<file path="src/rtl/cmd_alu_pkg.sv">
// rtl/cmd_alu_pkg.sv - shared types and helpers for the command ALU
package cmd_alu_pkg;

    typedef enum logic [2:0] {
        OP_NOP = 3'd0,
        OP_ADD = 3'd1,
        OP_AND = 3'd2,
        OP_XOR = 3'd3,
        OP_MUL = 3'd4
    } op_e;

    typedef enum logic [1:0] {
        IDLE     = 2'd0,
        MUL_BUSY = 2'd1,
        RSP      = 2'd2
    } state_e;

    localparam int MUL_CNT_W = 4;

    function automatic logic is_legal_op(input op_e op);
        return (op <= OP_MUL);
    endfunction

endpackage

</file>
<file path="src/rtl/cmd_alu_mul.sv">
// rtl/cmd_alu_mul.sv - latched-operand multiplier with a load/done countdown
module cmd_alu_mul
    import cmd_alu_pkg::*;
#(
    parameter int WIDTH   = 8,
    parameter int MUL_LAT = 3
) (
    input  logic               clk,
    input  logic               reset_n,
    input  logic               i_load,
    input  logic [WIDTH-1:0]   i_a,
    input  logic [WIDTH-1:0]   i_b,
    output logic               o_done,
    output logic [2*WIDTH-1:0] o_product
);

    logic [WIDTH-1:0]     r_a;
    logic [WIDTH-1:0]     r_b;
    logic [MUL_CNT_W-1:0] r_cnt;

    always_ff @(posedge clk or negedge reset_n) begin
        if (!reset_n) begin
            r_a   <= '0;
            r_b   <= '0;
            r_cnt <= '0;
        end else if (i_load) begin
            r_a   <= i_a;
            r_b   <= i_b;
            r_cnt <= MUL_CNT_W'(MUL_LAT - 1);
        end else if (r_cnt != '0) begin
            r_cnt <= r_cnt - 1'b1;
        end
    end

    // Done fires on the last busy cycle so the top can register the product
    // and raise rsp_valid exactly MUL_LAT cycles after accept.
    assign o_done    = (r_cnt == MUL_CNT_W'(1));
    assign o_product = {{WIDTH{1'b0}}, r_a} * {{WIDTH{1'b0}}, r_b};

endmodule

</file>
<file path="src/rtl/cmd_alu.sv">
// rtl/cmd_alu.sv - command-driven ALU with tagged valid/ready responses
module cmd_alu
    import cmd_alu_pkg::*;
#(
    parameter int WIDTH   = 8,
    parameter int TAG_W   = 4,
    parameter int MUL_LAT = 3
) (
    input  logic               clk,
    input  logic               reset_n,
    input  logic               cmd_valid,
    output logic               cmd_ready,
    input  logic [2:0]         cmd_op,
    input  logic [WIDTH-1:0]   cmd_a,
    input  logic [WIDTH-1:0]   cmd_b,
    input  logic [TAG_W-1:0]   cmd_tag,
    output logic               rsp_valid,
    input  logic               rsp_ready,
    output logic [2*WIDTH-1:0] rsp_result,
    output logic [TAG_W-1:0]   rsp_tag,
    output logic               rsp_err
);

    if (MUL_LAT < 2 || MUL_LAT > 15) begin : g_bad_mul_lat
        $error("cmd_alu: MUL_LAT must be in 2..15");
    end

    state_e             r_state;
    logic [2*WIDTH-1:0] r_rsp_result;
    logic [TAG_W-1:0]   r_rsp_tag;
    logic               r_rsp_err;

    op_e                w_op;
    logic               w_accept;
    logic               w_mul_load;
    logic               w_mul_done;
    logic [2*WIDTH-1:0] w_mul_product;
    logic [WIDTH:0]     w_sum;
    logic [2*WIDTH-1:0] w_alu_result;

    assign w_op       = op_e'(cmd_op);
    assign cmd_ready  = (r_state == IDLE);
    assign w_accept   = cmd_valid & cmd_ready;
    assign w_mul_load = w_accept & (w_op == OP_MUL);
    assign w_sum      = {1'b0, cmd_a} + {1'b0, cmd_b};

    always_comb begin
        w_alu_result = '0;
        case (w_op)
            OP_ADD:  w_alu_result = {{(WIDTH-1){1'b0}}, w_sum};
            OP_AND:  w_alu_result = {{WIDTH{1'b0}}, cmd_a & cmd_b};
            OP_XOR:  w_alu_result = {{WIDTH{1'b0}}, cmd_a ^ cmd_b};
            default: w_alu_result = '0;
        endcase
    end

    cmd_alu_mul #(
        .WIDTH   (WIDTH),
        .MUL_LAT (MUL_LAT)
    ) u_mul (
        .clk       (clk),
        .reset_n   (reset_n),
        .i_load    (w_mul_load),
        .i_a       (cmd_a),
        .i_b       (cmd_b),
        .o_done    (w_mul_done),
        .o_product (w_mul_product)
    );

    always_ff @(posedge clk or negedge reset_n) begin
        if (!reset_n) begin
            r_state      <= IDLE;
            r_rsp_result <= '0;
            r_rsp_tag    <= '0;
            r_rsp_err    <= 1'b0;
        end else begin
            case (r_state)
                IDLE: begin
                    if (w_accept) begin
                        if (w_op == OP_MUL) begin
                            r_rsp_tag <= cmd_tag;
                            r_rsp_err <= 1'b0;
                            r_state   <= MUL_BUSY;
                        end else if (w_op != OP_NOP) begin
                            r_rsp_result <= w_alu_result;
                            r_rsp_tag    <= cmd_tag;
                            r_rsp_err    <= ~is_legal_op(w_op);
                            r_state      <= RSP;
                        end
                    end
                end
                MUL_BUSY: begin
                    if (w_mul_done) begin
                        r_rsp_result <= w_mul_product;
                        r_state      <= RSP;
                    end
                end
                RSP: begin
                    if (rsp_ready) begin
                        r_state <= IDLE;
                    end
                end
                default: r_state <= IDLE;
            endcase
        end
    end

    assign rsp_valid  = (r_state == RSP);
    assign rsp_result = r_rsp_result;
    assign rsp_tag    = r_rsp_tag;
    assign rsp_err    = r_rsp_err;

    a_op_known: assert property (@(posedge clk) disable iff (!reset_n)
        cmd_valid |-> !$isunknown(cmd_op));

endmodule

</file>
<file path="config.mk">
export PLATFORM = sky130hd
export DESIGN_NAME = cmd_alu
export DESIGN_NICKNAME = d
export VERILOG_FILES = /design/src/rtl/cmd_alu_pkg.sv /design/src/rtl/cmd_alu_mul.sv /design/src/rtl/cmd_alu.sv
export SDC_FILE = /design/constraint.sdc
export NUM_CORES = 1
export LEC_CHECK = 0
export CAP_MARGIN = 20
export CORE_ASPECT_RATIO = 0.6
export CORE_MARGIN = 2
export CORE_UTILIZATION = 45
export DETAILED_ROUTE_END_ITERATION = 16
export MAX_ROUTING_LAYER = met4
export PLACE_DENSITY = 0.66
export SLEW_MARGIN = 20
export SYNTH_ARGS = -nofsm -noshare
export SYNTH_HDL_FRONTEND = slang
export SYNTH_HIERARCHICAL = 1
export SYNTH_SLANG_ARGS = --single-unit
</file>
<file path="constraint.sdc">
create_clock -name clk -period 6.2 [get_ports clk]
set_input_delay 1.86 -clock clk [delete_from_list [all_inputs] [get_ports clk]]
set_output_delay 1.86 -clock clk [all_outputs]
set_load 0.01 [all_outputs]
</file>
# Word-level counts from Yosys, hierarchy flattened
# Cells that the tools add are included.
# classes
n_addsub	2
n_reduce_logical	9
n_eq_ne	13
shifts	0
n_mux	18
n_mul	1
n_lt_le_gt_ge	1
div	0
bitwise	5
# op_table
cell	n
$mux W16	4
$pmux W16 S2	1
$pmux W9 S3	1
$mul A8 B8 Y16	1
$mux W4	4
$mux W2	5
$add A8 B8 Y9	1
$and A8 B8 Y8	1
$ne A2 B1 Y1 const B	4
$xor A8 B8 Y8	1
$eq A3 B2 Y1 const B	2
$pmux W2 S3	1
$reduce_bool A2 Y1	3
$reduce_and A5 Y1	1
$eq A4 B1 Y1 const B	1
$reduce_and A4 Y1	1
$reduce_bool A4 Y1	1
$sub A4 B1 Y4 const B	1
$eq A3 B1 Y1 const B	1
$eq A3 B3 Y1 const B	1
$le A3 B3 Y1 const B	1
$ne A3 B1 Y1 const B	1
$reduce_and A3 Y1	1
$reduce_bool A3 Y1	1
7 further kinds	9
# totals
rom_bits	0
wordCells	56
input_bits	27
regBits	43
latchBits	0
mem_count	0
ramBits	0
output_inout_bits	23

# Depth between registers and ports, before layout
# Gate-level depths: netlist of the first run.
# depth
word_depth	6
ltp_mapped	18
mapped_depth_nobuf	18

# By module
# The synthesis of the first run kept the hierarchy.
# by_module_without_submodules
module	seq_area_each_um2	n_inst	cells_each	area_each_um2
cmd_alu_mul	500.5	1	295	2897.8
cmd_alu	575.6	1	163	1552.7

# Worst setup path before layout of the first run
# No wires, ideal clock.
# synth_path
path_kind	register to register
startpoint	register u_mul.r_b[7]
endpoint	register r_rsp_result[14] (netlist: rsp_result[14])
required_ps	6079
path_buffers	0
synth_period_minus_slack_ps	4139
setup_ps	121
t_arrival_ps	4018
stages_incl_launch_ff	16
path_slack_ps	2061
path_cell_list	dfrtp_1 > nand2_1 > fa_1 > fa_1 > inv_1 > fa_1 > inv_1 > fa_1 > inv_1 > ha_1 > a21oi_2 > a21boi_1 > o22ai_2 > o21ai_1 > xor2_1 > a22o_1
# synth_via
elab_chain_len	3
# synth_lines
item	line	text
start, declared	cmd_alu_mul.sv:18	logic [WIDTH-1:0] r_b;
start signal, assigned	cmd_alu_mul.sv:28	r_b <= i_b;
$mul A8 B8 Y16	cmd_alu_mul.sv:38	assign o_product = {{WIDTH{1'b0}}, r_a} * {{WIDTH{1'b0}}, r_b};
net w_mul_product[14]	cmd_alu.sv:37	logic [2*WIDTH-1:0] w_mul_product;
$mux W16	cmd_alu.sv:93	if (w_mul_done) begin
$pmux W16 S2	cmd_alu.sv:77	case (r_state)
end signal, assigned	cmd_alu.sv:85	r_rsp_result <= w_alu_result;
end signal, assigned	cmd_alu.sv:94	r_rsp_result <= w_mul_product;
end, declared	cmd_alu.sv:29	logic [2*WIDTH-1:0] r_rsp_result;
# The timed path passes the listed nets, and every way through them passes these cells. The select of a mux whose other input is x is not followed.
# A chain may end at the register's enable or synchronous reset.

# Worst setup path in the final report of the first run
# Same ends and word-level chain as after synthesis.

==> results of run 1 <==
-- critical path, cell delays in order (launching register included) --
cell and delay [ns]:
sky130_fd_sc_hd__dfrtp_1 0.49, sky130_fd_sc_hd__nand2_1 0.14, sky130_fd_sc_hd__fa_1 0.54, sky130_fd_sc_hd__fa_1 0.56
sky130_fd_sc_hd__inv_1 0.07, sky130_fd_sc_hd__fa_1 0.56, sky130_fd_sc_hd__inv_1 0.07, sky130_fd_sc_hd__fa_1 0.53
sky130_fd_sc_hd__inv_1 0.04, sky130_fd_sc_hd__ha_1 0.37, sky130_fd_sc_hd__a21oi_2 0.30, sky130_fd_sc_hd__a21boi_1 0.13
sky130_fd_sc_hd__o22ai_2 0.18, sky130_fd_sc_hd__o21ai_1 0.12, sky130_fd_sc_hd__xor2_1 0.16, sky130_fd_sc_hd__a22o_1 0.20
-- registers in the layout, summed over array words and instances, names as in the netlist --
name	flops
u_mul/r_b	8
rsp_tag	4
rsp_err	1
u_mul/r_cnt	4
u_mul/r_a	8
rsp_result	16
r_state	2
-- cell usage after synthesis, drive strengths merged (8+ instances only) --
master  count
a21oi      17
a22o        9
and2       46
dfrtp      43
fa         37
ha         46
inv        63
mux2       23
nand2      39
nor2       15
o21ai      15
xnor2       8
-- cells in the final DEF (no fill, tap or decap), types with 5 or more instances in the layout --
cell                              count
sky130_fd_sc_hd__inv_1               63
sky130_fd_sc_hd__clkdlybuf4s50_1     48
sky130_fd_sc_hd__and2_1              46
sky130_fd_sc_hd__ha_1                46
sky130_fd_sc_hd__dfrtp_1             43
sky130_fd_sc_hd__nand2_1             38
sky130_fd_sc_hd__fa_1                37
sky130_fd_sc_hd__mux2_2              23
sky130_fd_sc_hd__a21oi_1             16
sky130_fd_sc_hd__nor2_1              15
sky130_fd_sc_hd__o21ai_0             11
sky130_fd_sc_hd__a22o_1               9
sky130_fd_sc_hd__xnor2_1              8
sky130_fd_sc_hd__a21o_1               6
sky130_fd_sc_hd__nand2b_1             6
sky130_fd_sc_hd__xor2_1               6
sky130_fd_sc_hd__clkbuf_16            5
-- cell type report --
type / count / area, um2 / area share, %
multi-input combinational: 343 / 3100 / 59.4
clock buffer: 6 / 129 / 2.47
timing repair buffer: 50 / 495 / 9.50
inverter: 63 / 236 / 4.54
clock inverter: 2 / 12.5 / 0.240
sequential: 43 / 1080 / 20.6
tap: 135 / 169 / 3.24
-- logic make-up (layout without fill, tap and decap cells) --
| family | Yosys count | in the layout | share of synthesized area [%] |
|---|---|---|---|
| compound gates | 82 | 82 | 13.9 |
| buf+inv | 72 | 121 | 6.38 |
| fa+ha+maj | 83 | 83 | 29.6 |
| flops | 43 | 43 | 24.2 |
| mux | 27 | 27 | 6.72 |
| simple gates | 137 | 137 | 16.5 |
| xor+xnor | 14 | 14 | 2.76 |
-- metrics by stage --
step | setup WS, ns | cells | area (um2)
CTS | 1.66 | 642 | 5210
floorplan | 2.06 | 458 | 4450
detailed placement | 1.68 | 634 | 5070
global route | 1.44 | 642 | 5210
global placement | 1.87 | 634 | 5070
finish | 1.63 | 642 | 5210
-- worst paths after layout --
check | from | to | slack [ns] | cells after the start
worst max-delay path | u_mul/r_b[7] | rsp_result[14] | 1.63 | 15
min in group asynchronous | reset_n | rsp_tag[3] | 1.56 | 1
worst max register to register | u_mul/r_b[7] | rsp_result[14] | 1.63 | 15
max in group asynchronous | reset_n | u_mul/r_b[3] | 4.24 | 1
worst min-delay path | rsp_result[1] | rsp_result[1] | 0.48 | 2
worst min register to register | rsp_result[1] | rsp_result[1] | 0.48 | 2
-- per-layer routing --
metal  share of wire [%]  vias up  track usage (%)
met1                  53     1711             37.2
met2                  39      128             32.7
li1                    -     1647                -
met3                 6.8        8             4.74
met5                   0        -                -
met4                0.80        0             4.09
==> run_results.csv, run 1 <==
group,metric,value,unit
clock_tree,clk_pin_slew_worst_paths,0.07,ns
clock_tree,clock_sinks,43,
clock_tree,clk_path_buf_depth,2,
worst_setup_path,timing.critical_path.fanout_max,9,
grt,grt_pass1_vias,3520,
cells_and_area,area_growth,17.1,%
timing,maxSlewViolCount,0,
clock_tree,numCtsBuffers,5,
timing,finalWorstPathRequiredPeriod,4.57,ns
grt,antenna_found_initial,0,
floorplan,floorplan.initialDensity,45.7,%
clock_tree,ctsHtreeMaxLevel,2,
place,port-buffer-count,49,
detailed_routing,drt_first_pass_iters,5,
synth,synth_edf_count,0,
detailed_routing,post-route-drc-count,0,
cells_and_area,finalNetCount,616,
clock_tree,clock_latency_on_the_worst_skew_pair,0.30,ns
detailed_routing,wire_length_per_cell_after_detailed_routing,17.9,um
synth,ys_dominant_reg_cell,"sky130_fd_sc_hd__dfrtp_1",
timing,layout_worst_path_cycle_share,73.7,%
timing,timing.final.setup_violations,0,
detailed_routing,ant_nets,0,
detailed_routing,detail_route.vias_per_cell,5.44,
worst_hold_path,min-delay-path-class,"register to register",
floorplan,floorplan.die_area,0.0107,mm2
timing,tns,0,ns
floorplan,rows,28,
clock_tree,ctsHoldBuffers,0,
timing,slew_of_the_pin_with_the_lowest_slew_margin,0.823,ns
synth,synth.avg_cell_area,9.72,um2
synth,yosysTopAreaCell,"sky130_fd_sc_hd__dfrtp_1",
synth,synth_sequential_area_ratio,24.2,%
clock_tree,cts.repair.resized,0,
synth,post_synth_instance_area,0.00445,mm2
cells_and_area,fillCellCount,917,
timing,finalHoldViolCount,0,
floorplan,top_level_ports,50,
synth,yosys-top-cells-area,"sky130_fd_sc_hd__dfrtp_1, sky130_fd_sc_hd__fa_1, sky130_fd_sc_hd__ha_1, sky130_fd_sc_hd__and2_1, sky130_fd_sc_hd__mux2_2",
clock_tree,clock-root-buffer,"sky130_fd_sc_hd__clkbuf_16",
synth,syn_nets,568,
worst_setup_path,worstPathRequired,6.38,ns
synth,synth_top_area_share,24.2,%
grt,grt_max_degree,44,
floorplan,die_width,132,um
place,dp.final_hpwl,9270,um
floorplan,fp.dieH,81.0,um
grt,grt_use_total,24.2,%
worst_setup_path,worst_setup_path_end_kind,"register",
timing,worst_clock_skew_on_the_final_layout,0.00525,ns
synth,syn_inst_count,458,
cells_and_area,antennaDiodeCount,0,
detailed_routing,dr_total_vias,3494,
clock_tree,tritoncts,"done",
synth,yosysWarningCount,6,
detailed_routing,drt_wl_total,11500,um
worst_setup_path,start_kind,"register",
clock_tree,cts_setup_buffers,0,
timing,slew_headroom,45.1,%
detailed_routing,drt_iter0_markers,253,
cells_and_area,layout-drive-gt1-share,8.68,%
floorplan,core,0.00974,mm2
worst_setup_path,timing.setup.critical_path_class,"register to register",
worst_setup_path,crit_arrival,4.75,ns
timing,timing.hold.ws,0.483,ns
run,max_cap_violations,0,
cells_and_area,postLayoutCoreUtil,53.5,%
timing,max_freq,0.219,GHz
status,outcome,"completed",
synth,ys_seq_elements,43,
place,gp_congestion,0.940,
grt,globalRoute.totalOverflow,0,
grt,grt_pass1_wl,19200,um
synth,synth_cell_type_count,59,
synth,async_reset_ff_share,100,%
timing,setup_repair_after_global_routing_missed_its_margin,"false",
Power of run 1 is left out: the tool's default activity adds up to more than one toggle a clock period on the data nets, which glitch-free logic cannot reach.
==> inputs of run 2 (changes only) <==
--- a/config.mk
+++ b/config.mk
@@ -11,7 +11,7 @@
 export CORE_UTILIZATION = 45
 export DETAILED_ROUTE_END_ITERATION = 16
 export MAX_ROUTING_LAYER = met4
-export PLACE_DENSITY = 0.66
+export PLACE_DENSITY = 0.69
 export SLEW_MARGIN = 20
 export SYNTH_ARGS = -nofsm -noshare
 export SYNTH_HDL_FRONTEND = slang
==> constraint.sdc (replaced) <==
create_clock -name clk -period 3.7 [get_ports clk]
set_input_delay 1.11 -clock clk [delete_from_list [all_inputs] [get_ports clk]]
set_output_delay 1.11 -clock clk [all_outputs]
set_load 0.01 [all_outputs]
==> run 2 against run 1 <==
The run now ends with negative setup slack left. Maximum frequency up 11%. Utilization is 6.5 points higher. Wire length increased by 5.5%. Sequential share of layout area is 2.0 points lower. Worst setup slack got worse by 2.0 ns. Global-route usage increased by 0.40 points. Count of clock-buffer cells in the layout down 1.
==> run_results.csv, run 2 (same netlist as run 1, synthesis figures left out) <==
group,metric,value,unit
detailed_routing,wire_length_per_cell_after_detailed_routing,17.5,um
clock_tree,clk_path_buf_depth,2,
timing,maxSlewViolCount,0,
timing,post-route-worst-setup-slack,-0.417,ns
grt,grt_max_degree,44,
worst_hold_path,min-delay-path-class,"register to register",
worst_hold_path,timing.hold.worst_endpoint,"rsp_result[0]",
status,violated_checks,"negative setup slack",
run,max_cap_violations,0,
cells_and_area,largest_register_ffs,16,
detailed_routing,ant_nets,0,
floorplan,floorplan.die_area,0.0107,mm2
cells_and_area,most_common_library_cell_in_the_layout_ignoring_fill_and_taps,"sky130_fd_sc_hd__inv_1",
clock_tree,ctsHtreeMaxLevel,2,
worst_hold_path,min_from,"rsp_result[0]",
cells_and_area,layoutNonFillerInstCount,693,
detailed_routing,detail_route.vias_per_cell,5.31,
grt,globalRoute.totalOverflow,0,
status,outcome,"complete, but fails checks",
worst_setup_path,startpoint_of_the_worst_register_to_register_path,"u_mul/r_a[3]",
timing,layout_worst_path_cycle_share,111,%
timing,worst_clock_skew_on_the_final_layout,0.00686,ns
worst_setup_path,path_buf_inv,3,
worst_hold_path,worstHoldPathCells,2,
floorplan,floorplan.initialDensity,45.7,%
place,place_inst,676,
clock_tree,clock-root-buffer,"sky130_fd_sc_hd__clkbuf_16",
detailed_routing,post-route-drc-count,0,
worst_setup_path,start_kind,"register",
timing,timing.hold.ws,0.497,ns
detailed_routing,drt_iter0_markers,260,
place,dp.final_hpwl,9540,um
place,port-buffer-count,49,
worst_setup_path,timing.critical_path.fanout_max,7,
grt,grt_pass1_wl,19800,um
timing,setup_repair_after_global_routing_missed_its_margin,"true",
clock_tree,clock_sinks,43,
grt,grt_pass1_vias,3774,
place,dpl_cell_area,0.00547,mm2
cells_and_area,design_area,0.00585,mm2
worst_setup_path,critical_path.reg2reg.endpoint,"rsp_result[13]",
timing,finalHoldViolCount,0,
clock_tree,numCtsBuffers,5,
clock_tree,clk_pin_slew_worst_paths,0.07,ns
cells_and_area,antennaDiodeCount,0,
cells_and_area,layout-drive-gt1-share,29.4,%
timing,max_freq,0.243,GHz
worst_setup_path,cpLargestDelayFamily,"adder cells",
worst_setup_path,cp_common_cell,"sky130_fd_sc_hd__fa_1",
timing,slew_of_the_pin_with_the_lowest_slew_margin,0.693,ns
worst_setup_path,r2r_cells,15,
worst_setup_path,worstPathRequired,3.88,ns
cells_and_area,layout.cells.most_common_list,"sky130_fd_sc_hd__inv_1, sky130_fd_sc_hd__clkdlybuf4s50_1, sky130_fd_sc_hd__buf_4",
place,gp_congestion,0.899,
worst_setup_path,crit_path_cell_trace,"nand2_1 -> fa_1 -> fa_1 -> inv_2 -> fa_1 -> inv_1 -> fa_1 -> inv_2 -> ha_4 -> nand2_2 -> o21bai_4 -> a31oi_4 -> o221ai_2 -> xnor2_1 -> a22o_1",
detailed_routing,drt_first_pass_iters,4,
worst_setup_path,timing.setup.critical_path_class,"register to register",
worst_setup_path,cp_slowest_cell,"sky130_fd_sc_hd__fa_1",
worst_setup_path,timing.critical_path.depth,15,
cells_and_area,area_growth,31.4,%
worst_setup_path,cp_slowest_stage_delay,0.55,ns
grt,antenna_found_initial,0,
clock_tree,clock_latency_on_the_worst_skew_pair,0.29,ns
timing,timing.final.setup_violations,9,
worst_setup_path,crit_arrival,4.30,ns
detailed_routing,drt_wl_total,12100,um
floorplan,die_width,132,um
timing,finalWorstPathRequiredPeriod,4.12,ns
floorplan,top_level_ports,50,
worst_setup_path,reg2reg_slack,-0.42,ns
clock_tree,ctsHoldBuffers,0,
floorplan,core,0.00974,mm2
worst_setup_path,worst_setup_path_end_kind,"register",
cells_and_area,finalNetCount,667,
detailed_routing,dr_total_vias,3683,
clock_tree,tritoncts,"done",
grt,grt_use_total,24.6,%
floorplan,fp.dieH,81.0,um
timing,slew_headroom,53.5,%
floorplan,rows,28,
[run 2: changes by cell type in the layout (fill, tap and decap cells not counted), moves of 13 or more]
cell and delta:
sky130_fd_sc_hd__dfrtp_2 +13, sky130_fd_sc_hd__dfrtp_1 -13, sky130_fd_sc_hd__buf_4 +46, sky130_fd_sc_hd__and2_4 +13, sky130_fd_sc_hd__and2_1 -13
[run 2: routing by layer]
layer,GRT usage [%],up-vias,routed length (um)
met5,-,-,0
met4,2.69,0,75
met3,5.93,15,782
met2,35.5,108,5040
met1,36.0,1812,6250
li1,-,1748,-
[run 2: final cells by class]
type                       count  area, um2
tap                          135        169
clock inverter                 3       26.3
multi-input combinational    343       3300
clock buffer                   5        125
inverter                      63        236
timing repair buffer         101        897
fill                         841       3890
sequential                    43       1090
[run 2: through the flow]
step / utilization, % / setup slack, ns / setup TNS [ns]
after global routing: 60.1 / -0.549 / -3.71
after detailed placement: 56.2 / -0.376 / -2.65
after floorplan: - / -0.0904 / -0.322
final: 60.1 / -0.417 / -2.48
after CTS: 58.8 / -0.360 / -2.10
after global placement: 56.2 / -0.297 / -2.07
[run 2: timing repair]
item	in CTS	in global routing
setup buffers	5	5
pin swaps	22	25
endpoints found under the setup margin	10	10
resized for setup	30	33
[run 2: tightest hold or removal path: stages, from the launching register on]
cell and delay (ns):
sky130_fd_sc_hd__dfrtp_1 0.35, sky130_fd_sc_hd__nand2_1 0.05, sky130_fd_sc_hd__o21ai_0 0.06
[run 2: worst max path at each step]
| stage | from | end | slack (ns) |
|---|---|---|---|
| after floorplan | u_mul/r_b[5] | rsp_result[13] | -0.09 |
| after global routing | u_mul/r_a[3] | rsp_result[13] | -0.55 |
| after detailed placement | u_mul/r_a[1] | rsp_result[15] | -0.38 |
| after CTS | u_mul/r_b[5] | rsp_result[13] | -0.36 |
| final | u_mul/r_a[3] | rsp_result[13] | -0.42 |
| after global placement | u_mul/r_a[2] | rsp_result[13] | -0.30 |
Power of run 2 is left out for the same reason.
